### config.mk
export PLATFORM = sky130hd
export DESIGN_NAME = adc_trigger_capture
export DESIGN_NICKNAME = d
export VERILOG_FILES = /design/src/rtl/adc_trigger_capture.sv
export SDC_FILE = /design/constraint.sdc
export NUM_CORES = 1
export LEC_CHECK = 0
export BUFFER_PORTS_ARGS = -buffer_cell sky130_fd_sc_hd__clkbuf_2
export CAP_MARGIN = 20
export CORE_MARGIN = 2
export CORE_UTILIZATION = 55
export CTS_CLUSTER_SIZE = 12
export DETAILED_ROUTE_END_ITERATION = 10
export PLACE_DENSITY_LB_ADDON = 0.15
export SLEW_MARGIN = 10
export SYNTH_ARGS = -nofsm -noshare
export SYNTH_HDL_FRONTEND = slang
export SYNTH_SLANG_ARGS = --single-unit
### constraint.sdc
create_clock -name clk_i -period 3.7 [get_ports clk_i]
set_input_delay 0.37 -clock clk_i [delete_from_list [all_inputs] [get_ports clk_i]]
set_output_delay 0.37 -clock clk_i [all_outputs]
set_load 0.02 [all_outputs]
### src/rtl/adc_trigger_capture.sv
// ADC capture controller: arm, level/edge trigger, bounded sample stream into a FIFO write port.
// Optional pre-trigger history when ADC_TRIGGER_CAPTURE_PRETRIG_EN is defined.
module adc_trigger_capture #(
   parameter int ADC_WIDTH   = 10,
   parameter int CNT_WIDTH   = 16,
   parameter int PRE_SAMPLES = 8
) (
   input  logic                 clk_i,
   input  logic                 reset_n_i,
   input  logic [ADC_WIDTH-1:0] adc_data_i,
   input  logic                 adc_or_i,
   input  logic                 trigger_i,
   input  logic [1:0]           trig_mode_i,
   input  logic                 trig_wait_i,
   input  logic                 arm_i,
   input  logic                 abort_i,
   input  logic [CNT_WIDTH-1:0] samples_i,
   input  logic                 fifo_full_i,
   output logic [ADC_WIDTH:0]   fifo_data_o,
   output logic                 fifo_wr_en_o,
   output logic                 armed_o,
   output logic                 busy_o,
   output logic                 done_o,
   output logic                 overflow_o,
   output logic [CNT_WIDTH-1:0] sample_count_o
);

   localparam int DW = ADC_WIDTH + 1;
   localparam logic [CNT_WIDTH-1:0] CNT_ZERO = {CNT_WIDTH{1'b0}};
   localparam logic [CNT_WIDTH-1:0] CNT_ONES = {CNT_WIDTH{1'b1}};
   localparam logic [DW-1:0]        DATA_ZERO = {DW{1'b0}};

   if (PRE_SAMPLES < 1 || PRE_SAMPLES > 255) begin : g_pre_range
      $error("PRE_SAMPLES must be within 1..255");
   end

   typedef enum logic [2:0] {
      ST_IDLE          = 3'd0,
      ST_WAIT_INACTIVE = 3'd1,
      ST_ARMED         = 3'd2,
      ST_CAPTURE       = 3'd3,
      ST_DONE          = 3'd4
   } state_t;

   state_t                state_r, state_nxt_s;
   logic [ADC_WIDTH-1:0]  s1_data_r;
   logic                  s1_or_r, s1_trig_r, s2_trig_r;
   logic [CNT_WIDTH-1:0]  target_r, target_nxt_s, count_r, count_nxt_s;
   logic                  overflow_r, overflow_nxt_s, wr_en_r, wr_en_nxt_s;
   logic                  done_r, armed_r, busy_r;
   logic [DW-1:0]         data_r, data_nxt_s, src_s;
   logic                  level_mode_s, trig_active_s, trig_event_s, arm_ready_s, target_hit_s;

   // Input stage: s1 samples the pins, s2 keeps the previous trigger for edge detection
   always_ff @(posedge clk_i) begin
      if (!reset_n_i) begin
         s1_data_r <= {ADC_WIDTH{1'b0}};
         s1_or_r   <= 1'b0;
         s1_trig_r <= 1'b0;
         s2_trig_r <= 1'b0;
      end else begin
         s1_data_r <= adc_data_i;
         s1_or_r   <= adc_or_i;
         s1_trig_r <= trigger_i;
         s2_trig_r <= s1_trig_r;
      end
   end

   // Trigger decode; trig_mode_i[0] is the active level / edge destination level
   always_comb begin
      level_mode_s  = ~trig_mode_i[1];
      trig_active_s = (s1_trig_r == trig_mode_i[0]);
      if (level_mode_s) begin
         trig_event_s = trig_active_s;
      end else begin
         trig_event_s = trig_active_s && (s2_trig_r != trig_mode_i[0]);
      end
   end

`ifdef ADC_TRIGGER_CAPTURE_PRETRIG_EN
   localparam int PTR_W = (PRE_SAMPLES > 1) ? $clog2(PRE_SAMPLES) : 1;

   logic [DW-1:0]    ring_r [PRE_SAMPLES];
   logic [PTR_W-1:0] ptr_r;
   logic [7:0]       warm_r;

   // Delay line: the slot read this cycle is the oldest entry, overwritten at the same edge
   always_ff @(posedge clk_i) begin
      if (!reset_n_i) begin
         for (int i = 0; i < PRE_SAMPLES; i++) begin
            ring_r[i] <= DATA_ZERO;
         end
         ptr_r  <= {PTR_W{1'b0}};
         warm_r <= 8'd0;
      end else begin
         ring_r[ptr_r] <= {s1_or_r, s1_data_r};
         if (ptr_r == PTR_W'(PRE_SAMPLES - 1)) begin
            ptr_r <= {PTR_W{1'b0}};
         end else begin
            ptr_r <= ptr_r + PTR_W'(1);
         end
         if (warm_r != 8'(PRE_SAMPLES)) begin
            warm_r <= warm_r + 8'd1;
         end else begin
            warm_r <= warm_r;
         end
      end
   end

   assign src_s       = ring_r[ptr_r];
   assign arm_ready_s = (warm_r == 8'(PRE_SAMPLES));
`else
   assign src_s       = {s1_or_r, s1_data_r};
   assign arm_ready_s = 1'b1;
`endif

   // Next-state and next-output logic; abort outranks full, which outranks target reached
   always_comb begin
      state_nxt_s    = state_r;
      target_nxt_s   = target_r;
      count_nxt_s    = count_r;
      overflow_nxt_s = overflow_r;
      wr_en_nxt_s    = 1'b0;
      data_nxt_s     = data_r;
      target_hit_s   = (target_r != CNT_ZERO) && (count_r == target_r);
      if (abort_i) begin
         state_nxt_s = ST_IDLE;
      end else begin
         case (state_r)
            ST_IDLE: begin
               if (arm_i && arm_ready_s) begin
                  target_nxt_s   = samples_i;
                  count_nxt_s    = CNT_ZERO;
                  overflow_nxt_s = 1'b0;
                  if (trig_wait_i && level_mode_s && trig_active_s) begin
                     state_nxt_s = ST_WAIT_INACTIVE;
                  end else begin
                     state_nxt_s = ST_ARMED;
                  end
               end else begin
                  state_nxt_s = ST_IDLE;
               end
            end
            ST_WAIT_INACTIVE: begin
               if (!trig_active_s) begin
                  state_nxt_s = ST_ARMED;
               end else begin
                  state_nxt_s = ST_WAIT_INACTIVE;
               end
            end
            ST_ARMED: begin
               if (trig_event_s) begin
                  state_nxt_s = ST_CAPTURE;
                  wr_en_nxt_s = 1'b1;
                  data_nxt_s  = src_s;
                  count_nxt_s = CNT_WIDTH'(1);
               end else begin
                  state_nxt_s = ST_ARMED;
               end
            end
            ST_CAPTURE: begin
               if (fifo_full_i) begin
                  state_nxt_s = ST_DONE;
                  if (target_r != CNT_ZERO) begin
                     overflow_nxt_s = 1'b1;
                  end else begin
                     overflow_nxt_s = overflow_r;
                  end
               end else if (target_hit_s) begin
                  state_nxt_s = ST_DONE;
               end else begin
                  wr_en_nxt_s = 1'b1;
                  data_nxt_s  = src_s;
                  if (count_r != CNT_ONES) begin
                     count_nxt_s = count_r + CNT_WIDTH'(1);
                  end else begin
                     count_nxt_s = count_r;
                  end
               end
            end
            ST_DONE: begin
               state_nxt_s = ST_IDLE;
            end
            default: begin
               state_nxt_s = ST_IDLE;
            end
         endcase
      end
   end

   // State and registered outputs; status flags decoded from the next state
   always_ff @(posedge clk_i) begin
      if (!reset_n_i) begin
         state_r    <= ST_IDLE;
         target_r   <= CNT_ZERO;
         count_r    <= CNT_ZERO;
         overflow_r <= 1'b0;
         wr_en_r    <= 1'b0;
         data_r     <= DATA_ZERO;
         armed_r    <= 1'b0;
         busy_r     <= 1'b0;
         done_r     <= 1'b0;
      end else begin
         state_r    <= state_nxt_s;
         target_r   <= target_nxt_s;
         count_r    <= count_nxt_s;
         overflow_r <= overflow_nxt_s;
         wr_en_r    <= wr_en_nxt_s;
         data_r     <= data_nxt_s;
         armed_r    <= (state_nxt_s == ST_ARMED);
         busy_r     <= (state_nxt_s != ST_IDLE);
         done_r     <= (state_nxt_s == ST_DONE);
      end
   end

   assign fifo_data_o    = data_r;
   assign fifo_wr_en_o   = wr_en_r;
   assign armed_o        = armed_r;
   assign busy_o         = busy_r;
   assign done_o         = done_r;
   assign overflow_o     = overflow_r;
   assign sample_count_o = count_r;

endmodule

==> results of run 1 <==
[cell type report]
type,count,area (µm²),area share
Clock inverter,5,81.33,0.02332
Inverter,2,7.507,0.002153
Tap cell,70,87.58,0.02512
Timing Repair Buffer,70,357.8,0.1026
Clock buffer,10,137.6,0.03947
Multi-Input combinational cell,256,1534,0.4399
Sequential cell,64,1281,0.3674
[cells by family after synthesis]
| family | after synthesis | share of synthesized area |
|---|---|---|
| xor+xnor | 17 | 0.05125 |
| simple gates | 161 | 0.2877 |
| flops | 64 | 0.4410 |
| fa+ha+maj | 1 | 0.004306 |
| compound gates | 66 | 0.1451 |
| buf+inv | 21 | 0.03273 |
| mux | 11 | 0.03790 |
[state kept, by name, summed over array words and instances (netlist names)]
name,count
busy_o,1
armed_o,1
overflow_o,1
fifo_data_o,11
s1_or_r,1
sample_count_o,16
fifo_wr_en_o,1
s2_trig_r,1
state_r,3
s1_data_r,10
target_r,16
s1_trig_r,1
done_o,1
[metrics by stage]
stage / cells / cell area (µm²) / hold slack [ps] / utilization / worst slack (ps)
3_5_place_dp: 462 / 3268 / 434.0 / 0.6399 / 971.0
6_report: 477 / 3487 / 229.9 / 0.6828 / 961.1
5_1_grt: 477 / 3487 / 236.2 / 0.6828 / 743.0
3_3_place_gp: 462 / 3268 / 424.6 / 0.6399 / 1034
2_1_floorplan: 341 / 2905 / 423.5 / - / 1543
4_1_cts: 477 / 3487 / 221.1 / 0.6828 / 965.9
[per-layer routing]
layer	vias up	GRT usage
met5	-	0
met4	0	0.1073
met3	6	0.05294
met2	87	0.3816
met1	1208	0.3167
li1	1326	-
[report_power, final]
| group | internal, W | switching [W] | leakage (nW) | total (W) |
|---|---|---|---|---|
| Clock | 0.000394 | 0.000262 | 0.108 | 0.000656 |
| Sequential | 0.000709 | 0.0000143 | 0.521 | 0.000723 |
| Combinational | 0.0000517 | 0.0000707 | 0.817 | 0.000122 |
| Total | 0.00115 | 0.000347 | 1.45 | 0.00150 |
[critical path, cell delays in order, from the launching register on]
cell and delay, ps:
sky130_fd_sc_hd__dfxtp_1 410, sky130_fd_sc_hd__or3b_4 460, sky130_fd_sc_hd__nor3_4 520, sky130_fd_sc_hd__a211o_1 370, sky130_fd_sc_hd__nand2_2 200, sky130_fd_sc_hd__or4_1 510, sky130_fd_sc_hd__a21oi_1 180
[worst min-delay path by stage]
stage                  start             end  slack, ps
3_5_place_dp    s1_data_r[5]  fifo_data_o[5]        430
6_report       adc_data_i[7]    s1_data_r[7]        230
4_1_cts        adc_data_i[7]    s1_data_r[7]        220
3_3_place_gp    s1_data_r[0]  fifo_data_o[0]        420
2_1_floorplan   s1_data_r[0]  fifo_data_o[0]        420
5_1_grt        adc_data_i[1]    s1_data_r[1]        240
[cell usage after synthesis (all sizes together), types with 6 or more instances]
library cell and n:
o31ai 6, nor4 9, and3 6, nand2 67
a21oi 18, o21ai 14, and2 14, mux2i 11
or3 10, nor2 10, xor2 16, clkbuf 13
dfxtp 64, nor3 6, buf 6, or4 6
a21boi 17, nand3 12
==> parameters.txt, run 1 <==
Parameter                              Value

STA
  Headroom to the max-slew limit ... 0.3786
  Fmax ... 365.1 MHz
  Least-Margin Pin Slew ... ~930 ps
  Ratio of final minimum period to clock period ... 0.7402
  RSZ-0062 raised after global routing ... false
  Aggregate negative setup slack ... 0 ps
  Post-route minimum period ... 2739 ps
  Clock skew after layout ... roughly 6.4 ps
  Number of slew-limit violations in the final report ... 0
  Hold violation total from the final report ... 0
  Total setup violations reported at the end of the flow ... 0

Yosys
  Cell type contributing the most total cell area after synthesis ... sky130_fd_sc_hd__dfxtp_1
  Combined area of all synthesized cells ... 2905 µm²
  Number of flops mapped to enable cells by yosys ... 0
  Share of synthesized flip-flops with an asynchronous set or reset ... 0
  Sequential element share of the synthesized area ... 0.4410
  Top FF cell, synth ... sky130_fd_sc_hd__dfxtp_1
  Synthesis Warnings ... 0
  Count of state elements after synthesis ... 64
  Top cells by area, synth ... sky130_fd_sc_hd__dfxtp_1, sky130_fd_sc_hd__nand2_1, sky130_fd_sc_hd__xor2_1, sky130_fd_sc_hd__a21boi_0, sky130_fd_sc_hd__mux2i_1
  Portion of synthesized cell area occupied by the leading cell type ... 0.4410
  Average instance area after synthesis ... 8.520 µm²
  Post-Syn Nets ... approximately 380
  Post-Synthesis Cells ... 341
  Unique cell type count in the Yosys netlist ... 44

Die
  Num ports ... 68
  Chip Width ... between 70 and 80 µm
  Core Area ... approximately 5100 µm²
  Starting Density ... 0.5688
  Die footprint ... a little under 6000 µm²
  Cell Rows ... 26
  Die height ... approximately 77 µm

Power
  Worst ir drop on vdd ... 300.4 µV
  Power, Total ... 0.001501 W
  Leakage power total ... 1.447 nW
  PD cells ... 430.5 nW/µm²

Final layout
  Final layout net count ... 440
  Fill cell total of the finished layout ... between 400 and 500
  Fraction of layout instances using a drive strength above 1 ... 0.2236
  Diode insertion count for antenna repair ... 0
  Most frequent standard cell in the layout excluding fill and tap cells ... sky130_fd_sc_hd__clkbuf_2
  Area delta synth->final ... 20.03%
  Most used cells in the layout excluding fill and tap cells ... sky130_fd_sc_hd__clkbuf_2, sky130_fd_sc_hd__nand2_1, sky130_fd_sc_hd__dfxtp_1, sky130_fd_sc_hd__a21oi_1, sky130_fd_sc_hd__a21boi_0

Detailed routing
  Remaining DRCs ... 0
  First-pass iteration count of the detailed router ... 4
  DRC marker count from the first detailed-route iteration ... 273
  Overall via count from detail_route ... 2627
  Routed met3 length ... 413 µm
  Uppermost signal routing layer after detailed routing ... met4
  WL/cell ... 13.72 µm
  Final wirelength ... 6.544 mm
  Met1 layer wirelength in the final routing ... 2.910 mm
  Length of routed met2 wiring ... 3.140 mm
  Routed via count divided by cell count ... 5.507
  ANT nets after route ... 0

Global routing
  Total global-route track usage ... 0.2414
  Number of antenna violations at the first check in global routing ... 0
  Via count of the first global-routing pass ... between 2000 and 2500
  Total global routing overflow ... 0
  Wire length of the first global-routing pass ... 11.41 mm
  Largest net degree at the start of global routing ... 60

CTS
  Clock-pin slew of the registers on the worst-case setup and hold paths ... 70 ps
  Root buffer cell ... sky130_fd_sc_hd__clkbuf_8
  Count of H-tree levels built during CTS ... 3
  Longest Clk Path Bufs ... 2
  Resize count post-CTS ... 0
  Clock sink count ... 64
  Number of buffers inserted by hold repair at cts ... 0
  Skew-Pair Late Insertion Delay ... roughly 340 ps
  TritonCTS clock tree ... built
  Cts bufs inserted ... 9
  Post CTS Setup Buffer Count ... 0

Critical path
  Capture point of the worst reg-to-reg path ... sample_count_o[8]
  Worst reg2reg startpoint ... state_r[0]
  Critical path type ... flop to flop
  Crit path arrival time ... about 3000 ps
  Sort of element at the end of the critical path ... flop
  Critical Path Start Type ... flop
  Worst setup slack for register-to-register paths ... just under 1000 ps
  Worst setup endpoint ... sample_count_o[8]
  Number of cells traversed by the worst register-to-register path ... 6
  Origin of the worst setup path ... state_r[0]
  Worst-path fanout max ... 18
  Req. time, crit path ... 3960 ps

Run status
  Run status ... finished, final reports clean

Placement
  Weighted congestion reported at the end of routability-driven placement ... 0.8575
  Detailed Place HPWL ... between 4 and 5 mm
  IO buf count ... 67

Job
  Number of maximum-capacitance constraint violations ... 0

Hold path
  Number of stages on the worst hold path ... 2
  Hold WC Path Type ... input port to flop
No activity file was read; power rests on OpenSTA's default activity.
==> run 2, diff against run 1 <==
Settings changed: ABC_AREA set to 1, CORE_UTILIZATION 55 to 49.
Clock period 3.7 ns to 2.4 ns, I/O delays scaled along.
==> run 2 against run 1 <==
- area after synthesis up 9.9%
- final cell count rose by 29%
- worst setup slack got worse by 710 ps
- routed wire length increased by 19%
- utilization decreased by 7.3 points
- combinational power up 130%
- critical path type unchanged
- critical endpoint is now sample_count_o[1]
==> parameters.txt, run 2 <==
Parameter                              Value

Global routing
  Number of antenna violations at the first check in global routing ... 0 (unchanged)
  Via count of the first global-routing pass ... 2825 (+13%)
  Largest net degree at the start of global routing ... 36 (-40%)
  Total global routing overflow ... 0 (unchanged)
  Total global-route track usage ... 0.2279 (-0.01354)
  Wire length of the first global-routing pass ... 12.94 mm (+13%)

Detailed routing
  Remaining DRCs ... 0 (unchanged)
  ANT nets after route ... 0 (unchanged)
  Routed via count divided by cell count ... 4.949 (-10%)
  First-pass iteration count of the detailed router ... 4 (unchanged)
  WL/cell ... 12.67 µm (-7.6%)
  DRC marker count from the first detailed-route iteration ... 179 (-34%)
  Overall via count from detail_route ... 3034 (+15%)
  Final wirelength ... 7.769 mm (+19%)

Placement
  Weighted congestion reported at the end of routability-driven placement ... 0.8855 (+3.3%)
  Detailed Place HPWL ... 5.831 mm (+21%)
  Placement-stage cell area ... 3621 µm² (+11%)
  IO buf count ... 67 (unchanged)

STA
  Aggregate negative setup slack ... 0 ps (unchanged)
  Headroom to the max-slew limit ... 0.5932 (+0.2147)
  Worst-case hold slack ... 70.69 ps (-159.2 ps)
  Fmax ... 465.9 MHz (+28%)
  Number of slew-limit violations in the final report ... 0 (unchanged)
  Hold violation total from the final report ... 0 (unchanged)
  Least-Margin Pin Slew ... 610.1 ps (-322.0 ps)
  Clock skew after layout ... 8.504 ps (+2.141 ps)
  Ratio of final minimum period to clock period ... 0.8944 (+0.1542)
  Total setup violations reported at the end of the flow ... 0 (unchanged)
  Post-route minimum period ... 2147 ps (-592.3 ps)
  RSZ-0062 raised after global routing ... false

Hold path
  Hold WC Path Type ... input port to flop
  Number of stages on the worst hold path ... 3 (+1)

Yosys
  Portion of synthesized cell area occupied by the leading cell type ... 0.4013 (-0.03975)
  Post-Synthesis Cells ... 459 (+35%)
  Cell type contributing the most total cell area after synthesis ... sky130_fd_sc_hd__dfxtp_1
  Average instance area after synthesis ... 6.957 µm² (-18%)
  Count of state elements after synthesis ... 64 (unchanged)
  Combined area of all synthesized cells ... 3193 µm² (+9.9%)
  Unique cell type count in the Yosys netlist ... 29 (-34%)
  Number of flops mapped to enable cells by yosys ... 0 (unchanged)
  Top cells by area, synth ... sky130_fd_sc_hd__dfxtp_1, sky130_fd_sc_hd__nand2_1, sky130_fd_sc_hd__inv_1, sky130_fd_sc_hd__nand3_1, sky130_fd_sc_hd__nor2_1
  Sequential element share of the synthesized area ... 0.4013 (-0.03975)
  Top FF cell, synth ... sky130_fd_sc_hd__dfxtp_1
  Synthesis Warnings ... 0 (unchanged)
  Count leader, synth ... sky130_fd_sc_hd__nand2_1
  Share of synthesized flip-flops with an asynchronous set or reset ... 0 (unchanged)
  Post-Syn Nets ... 496 (+31%)
  Top cells by instance count after synthesis ... sky130_fd_sc_hd__nand2_1, sky130_fd_sc_hd__dfxtp_1, sky130_fd_sc_hd__inv_1

Final layout
  Final layout net count ... 568 (+29%)
  Area delta synth->final ... 20.57%
  Fill cell total of the finished layout ... 634 (+43%)
  Diode insertion count for antenna repair ... 0 (unchanged)
  Most frequent standard cell in the layout excluding fill and tap cells ... sky130_fd_sc_hd__nand2_1
  Most used cells in the layout excluding fill and tap cells ... sky130_fd_sc_hd__nand2_1, sky130_fd_sc_hd__clkbuf_2, sky130_fd_sc_hd__dfxtp_1, sky130_fd_sc_hd__inv_1, sky130_fd_sc_hd__nor2_1
  Final core area utilization ... 0.6098 (-0.07296)
  Fraction of layout instances using a drive strength above 1 ... 0.2425 (+0.01895)
  Final design instance area without fill ... 3850 µm² (+10%)

CTS
  Clock sink count ... 64 (unchanged)
  Cts bufs inserted ... 9 (unchanged)
  Count of H-tree levels built during CTS ... 3 (unchanged)
  Longest Clk Path Bufs ... 2 (unchanged)
  Skew-Pair Late Insertion Delay ... 350 ps (about the same)
  Number of buffers inserted by hold repair at cts ... 0 (unchanged)
  TritonCTS clock tree ... built
  Clock-pin slew of the registers on the worst-case setup and hold paths ... 80 ps (about the same)
  Root buffer cell ... sky130_fd_sc_hd__clkbuf_8

Job
  Number of maximum-capacitance constraint violations ... 0 (unchanged)

Critical path
  Req. time, crit path ... 2690 ps (-1270 ps)
  Number of logic stages on the critical path including buffering ... 13 (+7)
  CP bufs+invs ... 1 (+1)
  CP delay by family, top ... simple AND/OR/NAND/NOR gates
  Cell type with the highest occurrence count on the critical path ... sky130_fd_sc_hd__nand2_1
  Worst-path fanout max ... 16 (-2)
  Sort of element at the end of the critical path ... flop
  Critical path type ... flop to flop
  Worst setup slack for register-to-register paths ... 250 ps (-710 ps)
  Cell-by-cell trace of the critical path ... ha_1 > nand3_2 > nor3_4 > nand2_2 > nor2_2 > nand2_1 > nand2_2 > nor2_4 > nand2_4 > inv_1 > nand2_1 > nand2_1 > nor2_1
  Number of cells traversed by the worst register-to-register path ... 13 (+7)
  Largest stage delay, worst path ... 490 ps (-30 ps)
  Crit path arrival time ... 2440 ps (-560 ps)
  Critical Path Start Type ... flop
  Master of the slowest instance on the critical path ... sky130_fd_sc_hd__dfxtp_1

Die
  Cell Rows ... 29 (+12%)
  Die footprint ... 7178 µm² (+22%)
  Chip Width ... 84.73 µm (+10%)
  Core Area ... 6314 µm² (+24%)
  Die height ... 84.73 µm (+10%)
  Starting Density ... 0.5057 (-0.06309)
  Num ports ... 68 (unchanged)

Run status
  Run status ... finished, final reports clean

Power
  Leakage power total ... 1.808 nW (+25%)
  Worst ir drop on vdd ... 695.7 µV (+130%)
  PD cells ... 638.3 nW/µm² (+48%)
## run 2: changes by cell type in the layout (fill, tap and decap cells not counted), moves of 11 or more
cell	before	now
sky130_fd_sc_hd__and2_1	14	0
sky130_fd_sc_hd__nand2_1	66	104
sky130_fd_sc_hd__a21boi_0	17	0
sky130_fd_sc_hd__a21oi_1	18	32
sky130_fd_sc_hd__nand2_2	1	13
sky130_fd_sc_hd__nand3_1	12	36
sky130_fd_sc_hd__nor2_1	10	47
sky130_fd_sc_hd__inv_1	2	61
sky130_fd_sc_hd__mux2i_1	11	0
## run 2: power by group
group	switching, W	internal (W)
registers	0.0000256	0.00110
logic	0.000176	0.000104
clock network	0.000454	0.000595
total	0.000655	0.00180
## run 2: metal layers
metal / wire length (µm) / global-route usage / up-vias
met5: 0 / 0 / -
met4: 90 / 0.07792 / 0
met3: 456 / 0.05506 / 8
met2: 3598 / 0.3586 / 70
met1: 3624 / 0.3068 / 1358
li1: - / - / 1598
## run 2: cell type report
cell class	instances	area, µm²	share of cell area
flip-flops and latches	64	1282	0.3331
well taps	77	96.34	0.02502
clock buffers	9	123.9	0.03217
clock inverters	7	103.9	0.02697
inverters	64	240.2	0.06240
multi-input cells	312	1570	0.4079
repair buffers	80	432.9	0.1124
## run 2: through the flow
step / worst slack [ps] / total power (W) / cells
finish: 253.4 / 0.002457 / 613
global route: 44.17 / 0.002575 / 613
CTS: 220.4 / 0.002479 / 613
detailed placement: 260.3 / 0.001432 / 597
global placement: 351.6 / 0.001427 / 597
floorplan: 516.8 / 0.001349 / 459
## run 2: path summary, 6_finish.rpt
check / start / to
setup / recovery: sample_count_o[1] / sample_count_o[1]
hold / removal: adc_data_i[0] / s1_data_r[0]
setup reg to reg: sample_count_o[1] / sample_count_o[1]
hold reg to reg: s1_trig_r / s2_trig_r
## run 2: cells by family (layout without fill, tap and decap cells)
group	after synthesis	after routing	share of synthesized area
AOI/OAI and AO/OA	65	65	0.1168
xor gates and xnor gates	17	17	0.04663
adders and majority gates	1	1	0.003918
buffers and inverters	83	160	0.1070
DFF	64	64	0.4013
and+or+nand+nor	229	229	0.3245
## run 2: timing repair
| action | in CTS | in global routing |
|---|---|---|
| endpoints found under the setup margin | 0 | 1 |
| setup buffers | 0 | 0 |
| endpoints found under the hold margin | 0 | 0 |
| gates resized for setup | 0 | 1 |
## run 2: worst register-to-register path, delay by kind of cell, from the launching register on
family | cells | cell delay (ps)
DFF | 1 | 490
buffers and inverters | 1 | 110
adders and majority gates | 1 | 260
and+or+nand+nor | 11 | 1220
